<file path="config.mk">
export PLATFORM = sky130hd
export DESIGN_NAME = cltu_channel_arbiter_flat
export DESIGN_NICKNAME = d
export VERILOG_FILES = /design/src/rtl/cltu_channel_arbiter_if.sv /design/src/rtl/cltu_channel_arbiter.sv /design/src/flat_wrapper.sv
export SDC_FILE = /design/constraint.sdc
export NUM_CORES = 1
export LEC_CHECK = 0
export CAP_MARGIN = 20
export CORE_ASPECT_RATIO = 2
export CORE_UTILIZATION = 57
export DETAILED_ROUTE_END_ITERATION = 10
export PLACE_DENSITY = 0.85
export SLEW_MARGIN = 20
export SYNTH_ARGS = -nofsm -noshare
export SYNTH_HDL_FRONTEND = slang
export SYNTH_SLANG_ARGS = --single-unit
</file>
<file path="constraint.sdc">
create_clock -name ClkI -period 3.34 [get_ports ClkI]
set_input_delay 0.501 -clock ClkI [delete_from_list [all_inputs] [get_ports ClkI]]
set_output_delay 0.501 -clock ClkI [all_outputs]
set_load 0.01 [all_outputs]
</file>
<file path="src/rtl/cltu_channel_arbiter_if.sv">
// cltu_channel_arbiter_if: decoder channel A/B inputs and the arbitrated frame path outputs
interface cltu_channel_arbiter_if #(parameter int CNT_W = 16);
    logic             A_Data, A_En, A_Busy, A_End;
    logic             B_Data, B_En, B_Busy, B_End;
    logic             DataO, EnableO, FrameEndO, FrameAbortO;
    logic [1:0]       GrantO;
    logic [CNT_W-1:0] Grant_Cnt_A, Grant_Cnt_B, Drop_Cnt, Abort_Cnt;
    modport master (
        output A_Data, A_En, A_Busy, A_End, B_Data, B_En, B_Busy, B_End,
        input  DataO, EnableO, FrameEndO, FrameAbortO, GrantO,
        input  Grant_Cnt_A, Grant_Cnt_B, Drop_Cnt, Abort_Cnt
    );
    modport slave (
        input  A_Data, A_En, A_Busy, A_End, B_Data, B_En, B_Busy, B_End,
        output DataO, EnableO, FrameEndO, FrameAbortO, GrantO,
        output Grant_Cnt_A, Grant_Cnt_B, Drop_Cnt, Abort_Cnt
    );
endinterface

</file>
<file path="src/rtl/cltu_channel_arbiter.sv">
// cltu_channel_arbiter: locks the TC frame path to the first CLTU decoder channel that starts a CLTU
module cltu_channel_arbiter #(
    parameter bit              PRIO_A  = 1'b1,
    parameter int              TO_W    = 24,
    parameter logic [TO_W-1:0] TIMEOUT = 24'd400000,
    parameter int              CNT_W   = 16
) (
    input logic                   ClkI,
    input logic                   Rst,
    cltu_channel_arbiter_if.slave bus
);
    typedef enum logic [2:0] {IDLE, LOCK_A, LOCK_B, FLUSH_A, FLUSH_B} state_t;
    localparam logic [TO_W-1:0] TO_LAST = TIMEOUT - 1'b1;
    state_t           state_q, state_d;
    logic             busy_a_q, busy_a_d, busy_b_q, busy_b_d, end_a_q, end_a_d, end_b_q, end_b_d;
    logic             rdy_q, rdy_d, data_q, data_d, en_q, en_d, fend_q, fend_d, fabort_q, fabort_d;
    logic [1:0]       grant_q, grant_d;
    logic [TO_W-1:0]  to_q, to_d;
    logic [CNT_W-1:0] gcnt_a_q, gcnt_a_d, gcnt_b_q, gcnt_b_d, drop_q, drop_d, abort_q, abort_d;
    logic             start_a, start_b, rise_end_a, rise_end_b, fall_a, fall_b;
    logic             idle, lock, flush, sel_b, x_en, x_data, x_fall, x_end, o_start;
    logic             win_a, win_b, timeout, abort, done, drop;
    function automatic logic [CNT_W-1:0] sat_inc(input logic [CNT_W-1:0] c, input logic inc);
        return (inc && !(&c)) ? c + 1'b1 : c;
    endfunction
    always_comb begin
        busy_a_d   = bus.A_Busy;
        busy_b_d   = bus.B_Busy;
        end_a_d    = bus.A_End;
        end_b_d    = bus.B_End;
        rdy_d      = 1'b1;
        // rdy_q masks the first cycle after reset so a channel already busy is not seen as starting
        start_a    = rdy_q & bus.A_Busy & ~busy_a_q;
        start_b    = rdy_q & bus.B_Busy & ~busy_b_q;
        rise_end_a = bus.A_End & ~end_a_q;
        rise_end_b = bus.B_End & ~end_b_q;
        fall_a     = busy_a_q & ~bus.A_Busy;
        fall_b     = busy_b_q & ~bus.B_Busy;
        idle       = state_q == IDLE;
        lock       = (state_q == LOCK_A) | (state_q == LOCK_B);
        flush      = (state_q == FLUSH_A) | (state_q == FLUSH_B);
        sel_b      = (state_q == LOCK_B) | (state_q == FLUSH_B);
        x_en       = sel_b ? bus.B_En : bus.A_En;
        x_data     = sel_b ? bus.B_Data : bus.A_Data;
        x_fall     = sel_b ? fall_b : fall_a;
        x_end      = sel_b ? rise_end_b : rise_end_a;
        o_start    = sel_b ? start_a : start_b;
        win_a      = idle & start_a & (~start_b | PRIO_A);
        win_b      = idle & start_b & (~start_a | ~PRIO_A);
        timeout    = ~x_en & (to_q == TO_LAST);
        abort      = lock & (x_fall ? ~x_end : timeout);
        done       = flush & ~x_en;
        drop       = idle ? (start_a & start_b) : lock ? o_start : (start_a | start_b);
        state_d    = win_a ? LOCK_A : win_b ? LOCK_B : (abort | done) ? IDLE :
                     (lock & x_fall) ? (sel_b ? FLUSH_B : FLUSH_A) : state_q;
        en_d       = (lock | flush) & x_en & ~abort;
        data_d     = en_d & x_data;
        fend_d     = done;
        fabort_d   = abort;
        grant_d    = {(state_d == LOCK_B) | (state_d == FLUSH_B), (state_d == LOCK_A) | (state_d == FLUSH_A)};
        to_d       = (idle | x_en) ? '0 : to_q + 1'b1;
        gcnt_a_d   = sat_inc(gcnt_a_q, win_a);
        gcnt_b_d   = sat_inc(gcnt_b_q, win_b);
        drop_d     = sat_inc(drop_q, drop);
        abort_d    = sat_inc(abort_q, abort);
    end
    always_ff @(posedge ClkI) begin
        if (!Rst) begin
            state_q  <= IDLE;
            busy_a_q <= 1'b0;
            busy_b_q <= 1'b0;
            end_a_q  <= 1'b0;
            end_b_q  <= 1'b0;
            rdy_q    <= 1'b0;
            data_q   <= 1'b0;
            en_q     <= 1'b0;
            fend_q   <= 1'b0;
            fabort_q <= 1'b0;
            grant_q  <= 2'b00;
            to_q     <= '0;
            gcnt_a_q <= '0;
            gcnt_b_q <= '0;
            drop_q   <= '0;
            abort_q  <= '0;
        end else begin
            state_q  <= state_d;
            busy_a_q <= busy_a_d;
            busy_b_q <= busy_b_d;
            end_a_q  <= end_a_d;
            end_b_q  <= end_b_d;
            rdy_q    <= rdy_d;
            data_q   <= data_d;
            en_q     <= en_d;
            fend_q   <= fend_d;
            fabort_q <= fabort_d;
            grant_q  <= grant_d;
            to_q     <= to_d;
            gcnt_a_q <= gcnt_a_d;
            gcnt_b_q <= gcnt_b_d;
            drop_q   <= drop_d;
            abort_q  <= abort_d;
        end
    end
    assign bus.DataO       = data_q;
    assign bus.EnableO     = en_q;
    assign bus.FrameEndO   = fend_q;
    assign bus.FrameAbortO = fabort_q;
    assign bus.GrantO      = grant_q;
    assign bus.Grant_Cnt_A = gcnt_a_q;
    assign bus.Grant_Cnt_B = gcnt_b_q;
    assign bus.Drop_Cnt    = drop_q;
    assign bus.Abort_Cnt   = abort_q;
endmodule
</file>
<file path="src/flat_wrapper.sv">
// flat-port wrapper written by rule: the top's interface ports become plain ports
module cltu_channel_arbiter_flat 
#(
    parameter bit              PRIO_A  = 1'b1,
    parameter int              TO_W    = 24,
    parameter logic [TO_W-1:0] TIMEOUT = 24'd400000,
    parameter int              CNT_W   = 16
)
  (ClkI, Rst, bus_A_Data, bus_A_En, bus_A_Busy, bus_A_End, bus_B_Data, bus_B_En, bus_B_Busy, bus_B_End, bus_DataO, bus_EnableO, bus_FrameEndO, bus_FrameAbortO, bus_GrantO, bus_Grant_Cnt_A, bus_Grant_Cnt_B, bus_Drop_Cnt, bus_Abort_Cnt);
  cltu_channel_arbiter_if #(.CNT_W(CNT_W)) bus_i ();
  input logic ClkI;
  input logic Rst;
  input wire logic [$bits(bus_i.A_Data)-1:0] bus_A_Data;
  input wire logic [$bits(bus_i.A_En)-1:0] bus_A_En;
  input wire logic [$bits(bus_i.A_Busy)-1:0] bus_A_Busy;
  input wire logic [$bits(bus_i.A_End)-1:0] bus_A_End;
  input wire logic [$bits(bus_i.B_Data)-1:0] bus_B_Data;
  input wire logic [$bits(bus_i.B_En)-1:0] bus_B_En;
  input wire logic [$bits(bus_i.B_Busy)-1:0] bus_B_Busy;
  input wire logic [$bits(bus_i.B_End)-1:0] bus_B_End;
  output wire logic [$bits(bus_i.DataO)-1:0] bus_DataO;
  output wire logic [$bits(bus_i.EnableO)-1:0] bus_EnableO;
  output wire logic [$bits(bus_i.FrameEndO)-1:0] bus_FrameEndO;
  output wire logic [$bits(bus_i.FrameAbortO)-1:0] bus_FrameAbortO;
  output wire logic [$bits(bus_i.GrantO)-1:0] bus_GrantO;
  output wire logic [$bits(bus_i.Grant_Cnt_A)-1:0] bus_Grant_Cnt_A;
  output wire logic [$bits(bus_i.Grant_Cnt_B)-1:0] bus_Grant_Cnt_B;
  output wire logic [$bits(bus_i.Drop_Cnt)-1:0] bus_Drop_Cnt;
  output wire logic [$bits(bus_i.Abort_Cnt)-1:0] bus_Abort_Cnt;
  assign bus_i.A_Data = bus_A_Data;
  assign bus_i.A_En = bus_A_En;
  assign bus_i.A_Busy = bus_A_Busy;
  assign bus_i.A_End = bus_A_End;
  assign bus_i.B_Data = bus_B_Data;
  assign bus_i.B_En = bus_B_En;
  assign bus_i.B_Busy = bus_B_Busy;
  assign bus_i.B_End = bus_B_End;
  assign bus_DataO = bus_i.DataO;
  assign bus_EnableO = bus_i.EnableO;
  assign bus_FrameEndO = bus_i.FrameEndO;
  assign bus_FrameAbortO = bus_i.FrameAbortO;
  assign bus_GrantO = bus_i.GrantO;
  assign bus_Grant_Cnt_A = bus_i.Grant_Cnt_A;
  assign bus_Grant_Cnt_B = bus_i.Grant_Cnt_B;
  assign bus_Drop_Cnt = bus_i.Drop_Cnt;
  assign bus_Abort_Cnt = bus_i.Abort_Cnt;
  cltu_channel_arbiter #(.PRIO_A(PRIO_A), .TO_W(TO_W), .TIMEOUT(TIMEOUT), .CNT_W(CNT_W)) u_core (.ClkI(ClkI), .Rst(Rst), .bus(bus_i));
endmodule
</file>
# Yosys cells after proc, flatten, opt, wreduce, memory -nomap -nowiden
# Index checks and enable logic that the tools add are counted.
dict set report word_totals {
  regBits 102
  latch_bits 0
  ram_bits 0
  romBits 0
  in_bits 10
  output_inout_bits 70
  word_cells 97
  memories 0
}
dict set report classes {
  addsub 5
  multipliers 0
  n_div 0
  magnitude_cmp 0
  eq_ne 9
  shift 0
  n_mux 14
  bitwise 39
  reduce_logical 14
}
# op n
set ops {}
lappend ops {{$add 16x1->16 const B} 4}
lappend ops {{$reduce_and 16->1} 4}
lappend ops {{$add 24x1->24 const B} 1}
lappend ops {{$eq 24x19->1 const B} 1}
lappend ops {{$and 1x1->1} 19}
lappend ops {{$mux 3} 5}
lappend ops {{$eq 3x2->1 const B} 4}
lappend ops {{$not 1->1} 11}
lappend ops {{$mux 1} 9}
lappend ops {{$or 1x1->1} 9}
lappend ops {{$eq 3x1->1 const B} 2}
lappend ops {{$eq 3x3->1 const B} 2}
lappend ops {{$logic_and 1x1->1} 4}
lappend ops {{$logic_not 1->1} 4}
lappend ops {{$logic_not 3->1} 1}
lappend ops {{$reduce_or 2->1} 1}

# Logic depth before layout (Yosys ltp)
# Gate-level depths: netlist of the first run.
dict set report depth {
  depth_word 13
  ltp_mapped 8
}

# Worst setup path before layout of the first run
# No wires, ideal clock.
dict set report synth_path {
  path_type {reg2reg}
  startpoint {register u_core.state_q[0]}
  endpoint {register u_core.gcnt_b_q[11] (netlist: u_core.bus.Grant_Cnt_B[11])}
  arrival_time_ps 2026
  required_time_ps 3269
  path_slack_ps 1244
  path_stages_with_launch 7
  path_buffers 1
  path_cell_list {dfxtp_1 > buf_6 > or4b_4 > a211o_1 > or3_4 > or3_1 > a21oi_1}
}
dict set report synth_between {
  elab_chain_len 4
}
# element line_no
set synth_rtl {}
lappend synth_rtl {{start, declared} cltu_channel_arbiter.sv:14} ;# state_t state_q, state_d;
lappend synth_rtl {{start signal, assigned} cltu_channel_arbiter.sv:86} ;# state_q <= state_d;
lappend synth_rtl {{$logic_not 3->1} cltu_channel_arbiter.sv:39} ;# idle = state_q == IDLE;
lappend synth_rtl {{$and 1x1->1 (2 in series)} cltu_channel_arbiter.sv:49} ;# win_b = idle & start_b & (~start_a | ~PRIO_A);
lappend synth_rtl {{$logic_and 1x1->1} cltu_channel_arbiter.sv:24} ;# return (inc && !(&c)) ? c + 1'b1 : c;
lappend synth_rtl {{end signal, assigned} cltu_channel_arbiter.sv:99} ;# gcnt_b_q <= gcnt_b_d;
lappend synth_rtl {{end, declared} cltu_channel_arbiter.sv:19} ;# logic [CNT_W-1:0] gcnt_a_q, gcnt_a_d, gcnt_b_q, gcnt_b_d, drop_q, drop_d, abort_q, abort_d;
# No other way between the ends.
# A chain may end at the register's enable or synchronous reset.

# Worst setup path in the final report of the first run
dict set report layout_path {
  startpoint {register u_core.state_q[2]}
  endpoint {register u_core.grant_q[1] (netlist: u_core.bus.GrantO[1])}
}
dict set report layout_between {
  elab_chain_len 13
  elab_cells_between_ends 30
}
# element line_no
set layout_rtl {}
lappend layout_rtl {{$eq 3x2->1 or $eq 3x3->1 (tied branches)} {cltu_channel_arbiter.sv:40, cltu_channel_arbiter.sv:42, cltu_channel_arbiter.sv:41}}
lappend layout_rtl {{$or 1x1->1} cltu_channel_arbiter.sv:42} ;# sel_b = (state_q == LOCK_B) | (state_q == FLUSH_B);
lappend layout_rtl {{$mux 1} cltu_channel_arbiter.sv:43} ;# x_en = sel_b ? bus.B_En : bus.A_En;
lappend layout_rtl {{$not 1->1} {cltu_channel_arbiter.sv:50, cltu_channel_arbiter.sv:52}}
lappend layout_rtl {{$and 1x1->1} cltu_channel_arbiter.sv:50} ;# timeout = ~x_en & (to_q == TO_LAST);
lappend layout_rtl {{$mux 1} cltu_channel_arbiter.sv:51} ;# abort = lock & (x_fall ? ~x_end : timeout);
lappend layout_rtl {{$and 1x1->1} cltu_channel_arbiter.sv:51}
lappend layout_rtl {{$or 1x1->1} cltu_channel_arbiter.sv:54} ;# state_d = win_a ? LOCK_A : win_b ? LOCK_B : (abort | done) ? IDLE :
lappend layout_rtl {{$mux 3 (2 in series)} cltu_channel_arbiter.sv:54}
lappend layout_rtl {{$mux 3 (*)} cltu_channel_arbiter.sv:54}
lappend layout_rtl {{$eq 3x2->1 or $eq 3x3->1 (tied branches)} cltu_channel_arbiter.sv:60} ;# grant_d = {(state_d == LOCK_B) | (state_d == FLUSH_B), (state_d == LOCK_A) | (state_d == FLUSH_A)};
lappend layout_rtl {{$or 1x1->1 (*)} cltu_channel_arbiter.sv:60}
lappend layout_rtl {{end signal, assigned} cltu_channel_arbiter.sv:96} ;# grant_q <= grant_d;
lappend layout_rtl {{end, declared} cltu_channel_arbiter.sv:17} ;# logic [1:0] grant_q, grant_d;
# Every way passes the cells marked *; elsewhere a longest branch is shown, timed or not.

==> metrics.csv, run 1 <==
metric,value,unit
endpoints failing setup,0,
post-CTS setup buffers,0,
HP Class,register to register,
Syn Inst Count,558,
"CP delay by family, top",compound AO/OA/AOI/OAI gates,
clk_skew,0.00760,ns
area of the multi-input gates,0.00261,mm^2
TNS Setup,0,ns
n_diodes,0,
fin nets,649,
mapped cell area,0.00476,mm^2
Final Max Tran Viols,0,
share of cells above drive strength 1,0.0423,
initial antenna violation count,0,
Async SR Flop Fraction,0,
first-pass GRT wire length,18700,um
core area,0.00800,mm^2
Fin Hold WS,0.468,ns
"Top FF cell, synth",dfxtp_1,
leak pwr,0.00203,uW
max incr delay on CP,0.63,ns
Post-Place Cells,719,
layout overhead on the synthesized area,24.6,%
Die Y,131,um
post-route minimum period,2.65,ns
"Buf+Inv Stages, Crit Path",0,
via count,4298,
DR WL/cell,15.4,um
I/O pins,80,
total gr overflow,0,
initial core utilization,0.595,
Post-synth EDFFs,0,
CTS H-tree lvls,3,
fmax,378,MHz
clock sinks,102,
"CTS clk-pin slew, worst paths",0.07,ns
CTS Buf Count,9,
Worst VDD drop,327,uV
Initial DRT Pass Iterations,4,
Seq. cell area,0.00204,mm^2
PortBufs,79,
number of global-route vias before repair,4200,
Post-DRT Antenna Nets,0,
crit-path max FO,15,
Mean Syn Cell Area,8.53,um^2
overall routed net length,11300,um
Tcrit/Tclk final,0.793,
row count,46,
chip width,66.6,um
die area,0.00874,mm^2
Ys Warns,0,
Arrival @ worst endpoint,2.87,ns
Post-Syn Nets,573,
# fillers,599,
"Seq/Total Area, Yosys",0.429,
Max-slew headroom,0.489,
Tot Pwr,2430,uW
Post-CTS Resized,0,
worst endpoint required time,3.56,ns
RD Place Congestion,0.907,
status,"finished, final reports clean",
"commonest non-fill, non-tap cell in the layout",dfxtp_1,
CTS tree,built,
drt initial violations,261,
clk_lat worst skew,0.35,ns
RSZ-0062 raised after global routing,false,
crit end category,register,
Post-DP HPWL,8360,um
CTS Hold Bufs,0,
MaxCap Viol Count,0,
pwr dens,410,mW/mm^2
# DRC,0,
Yosys cell types,54,
Clk Tree Root Cell,clkbuf_16,
CP max stage cell,dfxtp_1,
"Cell Chain, Critical Path",xnor2_1 -> o211a_1 -> o2111ai_1 -> and2_4 -> nand4_1 -> a2111oi_0,
post-synth top area share,0.429,
final cell count without fillers,735,
largest buffer count on any clock path,2,
Slew @ Worst Pin,0.765,ns
Final Hold Fails,0,
vias per std cell,5.85,
Total GRT Usage,0.276,
dominant cell type by area after synthesis,dfxtp_1,
"leading cell types in the layout, fill and taps excluded","dfxtp_1, nor2_1, clkdlybuf4s50_1",
nature of the critical path startpoint,register,
Seq cells post-synth,102,
"top cells by area, synth","dfxtp_1, nor2_1, xnor2_1",
category of the most critical setup path,register to register,
largest net degree at the start of global routing,40,
==> synthesized netlist by cell type (3+ instances only) <==
library cell / instances
dfxtp_1: 102
nor2_1: 89
nand2_1: 49
nand3_1: 36
xnor2_1: 33
xor2_1: 29
nand4_1: 20
a21oi_1: 16
and3_1: 16
o21ai_0: 15
nand2b_1: 14
clkbuf_1: 13
mux2i_1: 12
nor4_1: 10
and2_1: 9
and4_1: 8
inv_1: 8
or3_1: 8
nor3_1: 7
ha_1: 5
nor2b_1: 5
o31ai_1: 5
a211oi_1: 3
buf_2: 3
o2111ai_1: 3
o21a_1: 3
==> report_power, final <==
part / internal [uW] / total (uW) / switching, uW
Sequential: 1230 / 1250 / 17.8
Clock: 624 / 1070 / 445
Combinational: 51.7 / 116 / 64.5
Total: 1900 / 2430 / 527
==> registers in the layout (all words and copies together), names as in the netlist, 2 cells and up <==
signal                  count
u_core.bus.GrantO           2
u_core.bus.Grant_Cnt_A     16
u_core.state_q              3
u_core.to_q                24
u_core.bus.Abort_Cnt       16
u_core.bus.Grant_Cnt_B     16
u_core.bus.Drop_Cnt        16
==> per-stage QoR <==
step                area [um^2]   util  worst slack, ns
global route               5930  0.741            0.459
CTS                        5930  0.741            0.714
finish                     5930  0.741            0.692
detailed placement         5620  0.703            0.562
global placement           5620  0.703            0.631
floorplan                  4760      -             1.24
==> area by class of cell <==
class | instances | share of cell area
Multi-Input combinational cell | 430 | 0.440
Sequential cell | 102 | 0.344
Timing Repair Buffer | 83 | 0.138
Clock buffer | 12 | 0.0432
Tap cell | 96 | 0.0202
Clock inverter | 4 | 0.00886
Inverter | 8 | 0.00506
==> worst paths after layout <==
kind | to | startpoint | depth (start not counted) | slack (ns)
worst max-delay path | u_core.bus.GrantO[1]$_SDFF_PN0_ | u_core.state_q[2]$_SDFF_PN0_ | 6 | 0.69
worst min-delay path | u_core.to_q[0]$_SDFF_PP0_ | u_core.to_q[0]$_SDFF_PP0_ | 1 | 0.47
worst max register to register | u_core.bus.GrantO[1]$_SDFF_PN0_ | u_core.state_q[2]$_SDFF_PN0_ | 6 | 0.69
worst min register to register | u_core.to_q[0]$_SDFF_PP0_ | u_core.to_q[0]$_SDFF_PP0_ | 1 | 0.47
==> cell families after synthesis <==
kind of cell | share of synthesized area
and+or+nand+nor | 0.304
DFF | 0.429
AOI/OAI and AO/OA | 0.0915
xor gates and xnor gates | 0.114
buffers and inverters | 0.0229
muxes | 0.0252
adders and majority gates | 0.0131
==> routing by layer <==
layer	share of wire	vias to the layer above	wire, um	global-route usage
met4	0.052	0	584	0.189
met5	0	-	0	0
met3	0.043	35	482	0.0503
met1	0.36	2025	4020	0.270
li1	-	2116	-	-
met2	0.55	122	6220	0.493
Power figures use the tool's default switching activity.
==> run 2: changes to the inputs <==
Settings changed: CORE_UTILIZATION 57 to 48, PLACE_DENSITY 0.85 to 0.76.
Clock period 3.34 ns to 2.3 ns, I/O delays scaled along.
==> run 2 against run 1 <==
Clock power is 38% higher. First-iteration DRC count is 55% lower. Clock skew rose by 0.0027 ns. Critical endpoint is now u_core.bus.Grant_Cnt_B[11]$_SDFFE_PN0P_. Highest routed layer unchanged.
==> metrics.csv, run 2 (synthesized netlist as in run 1, its figures left out) <==
metric,value,unit
MaxCap Viol Count,0,
HP Start,u_core.to_q[0]$_SDFF_PP0_,
CTS Hold Bufs,0,
Post-CTS Resized,0,
core area,0.00970,mm^2
layout overhead on the synthesized area,29.8,%
PortBufs,79,
initial antenna violation count,0,
R2R depth,5,
die area,0.0103,mm^2
nature of the critical path startpoint,register,
"CTS clk-pin slew, worst paths",0.07,ns
category of the most critical setup path,register to register,
DR WL/cell,14.2,um
RSZ-0062 raised after global routing,false,
"commonest non-fill, non-tap cell in the layout",dfxtp_1,
hold path depth,1,
max reg flops,24,
Clk Tree Root Cell,clkbuf_16,
post-route minimum period,2.21,ns
row count,51,
Max-slew headroom,0.567,
clk_skew,0.0103,ns
HP Class,register to register,
Post-DP HPWL,8520,um
R2R Setup Slk,0.09,ns
final worst setup slack,0.0908,ns
overall routed net length,11400,um
Initial DRT Pass Iterations,4,
Post-DRT Antenna Nets,0,
n_diodes,0,
crit end category,register,
clock sinks,102,
TNS Setup,0,ns
chip width,72.4,um
crit-path max FO,7,
Final Max Tran Viols,0,
Slew @ Worst Pin,0.642,ns
Total GRT Usage,0.226,
post-placement cell area,0.00588,mm^2
R2R Path Start,u_core.state_q[2]$_SDFF_PN0_,
RD Place Congestion,0.882,
Final Hold Fails,0,
worst r2r dst,u_core.bus.Grant_Cnt_B[11]$_SDFFE_PN0P_,
initial core utilization,0.491,
number of global-route vias before repair,4059,
Arrival @ worst endpoint,2.48,ns
fmax,453,MHz
post-CTS setup buffers,0,
CTS tree,built,
Tcrit/Tclk final,0.961,
Worst VDD drop,408,uV
clk_lat worst skew,0.35,ns
final instance area,0.00618,mm^2
endpoints failing setup,0,
drt initial violations,117,
largest buffer count on any clock path,2,
leak pwr,0.00215,uW
# fillers,830,
largest net degree at the start of global routing,34,
pre-CTS setup slack,-0.122,ns
# DRC,0,
Reg with most FFs,u_core.to_q,
CTS Buf Count,9,
Die Y,143,um
via count,4340,
total gr overflow,0,
CTS H-tree lvls,3,
share of cells above drive strength 1,0.0870,
first-pass GRT wire length,18500,um
fin nets,677,
status,"finished, final reports clean",
vias per std cell,5.43,
pwr dens,564,mW/mm^2
WHS Endpoint,u_core.to_q[0]$_SDFF_PP0_,
"leading cell types in the layout, fill and taps excluded","dfxtp_1, nor2_1, clkdlybuf4s50_1",
I/O pins,80,
worst endpoint required time,2.57,ns
-- run 2: through the flow --
| stage | util | hold WS [ns] | instances | power, uW |
|---|---|---|---|---|
| floorplan | - | 0.373 | 558 | 1950 |
| global placement | 0.606 | 0.452 | 783 | 2040 |
| detailed placement | 0.606 | 0.462 | 783 | 2050 |
| CTS | 0.636 | 0.479 | 799 | 3500 |
| global route | 0.637 | 0.520 | 799 | 3610 |
| finish | 0.637 | 0.470 | 799 | 3490 |
-- run 2: cell type report --
| class | count | area (um^2) | share of cell area |
|---|---|---|---|
| Inverter | 8 | 30.0 | 0.00486 |
| Multi-Input combinational cell | 430 | 2620 | 0.424 |
| Sequential cell | 102 | 2040 | 0.330 |
| Timing Repair Buffer | 111 | 1030 | 0.167 |
| Tap cell | 132 | 165 | 0.0267 |
| Clock buffer | 9 | 225 | 0.0364 |
| Clock inverter | 7 | 63.8 | 0.0103 |
-- run 2: how the worst max path moves through the flow --
stage | start | end | slack (ns) | cells after the start
after floorplan | u_core.state_q[0]$_SDFF_PN0_ | u_core.bus.Grant_Cnt_B[11]$_SDFFE_PN0P_ | 0.20 | 6
after global placement | bus_B_Busy | u_core.bus.Abort_Cnt[8]$_SDFFE_PN0P_ | -0.04 | 7
after detailed placement | bus_B_Busy | u_core.bus.Abort_Cnt[8]$_SDFFE_PN0P_ | -0.12 | 7
after CTS | u_core.state_q[2]$_SDFF_PN0_ | u_core.bus.Grant_Cnt_B[11]$_SDFFE_PN0P_ | 0.11 | 5
after global routing | u_core.state_q[2]$_SDFF_PN0_ | u_core.bus.Grant_Cnt_B[13]$_SDFFE_PN0P_ | 0.01 | 5
final | u_core.state_q[2]$_SDFF_PN0_ | u_core.bus.Grant_Cnt_B[11]$_SDFFE_PN0P_ | 0.09 | 5
-- run 2: power by group --
group	internal (uW)	switching, uW
logic	97.0	113
clock network	759	717
registers	1780	15.0
total	2640	846
-- run 2: per-layer routing --
layer | vias to the layer above | GRT usage | wire [um]
met4 | 0 | 0.0929 | 237
met1 | 2065 | 0.240 | 4470
met5 | - | 0 | 0
li1 | 2162 | - | -
met2 | 92 | 0.423 | 6230
met3 | 21 | 0.0430 | 413
-- run 2: worst max-delay path, stage by stage, from the launching register on --
cell     delay, ns
dfxtp_1       0.36
or4b_4        0.57
a211o_1       0.30
or3_4         0.44
or3_1         0.32
a21oi_1       0.14
==> run 3: changes to the inputs <==
Settings changed: HOLD_SLACK_MARGIN set to 0.15.
==> results of run 3 <==
The final DEF is identical to that of run 2; final timing and power are the same.
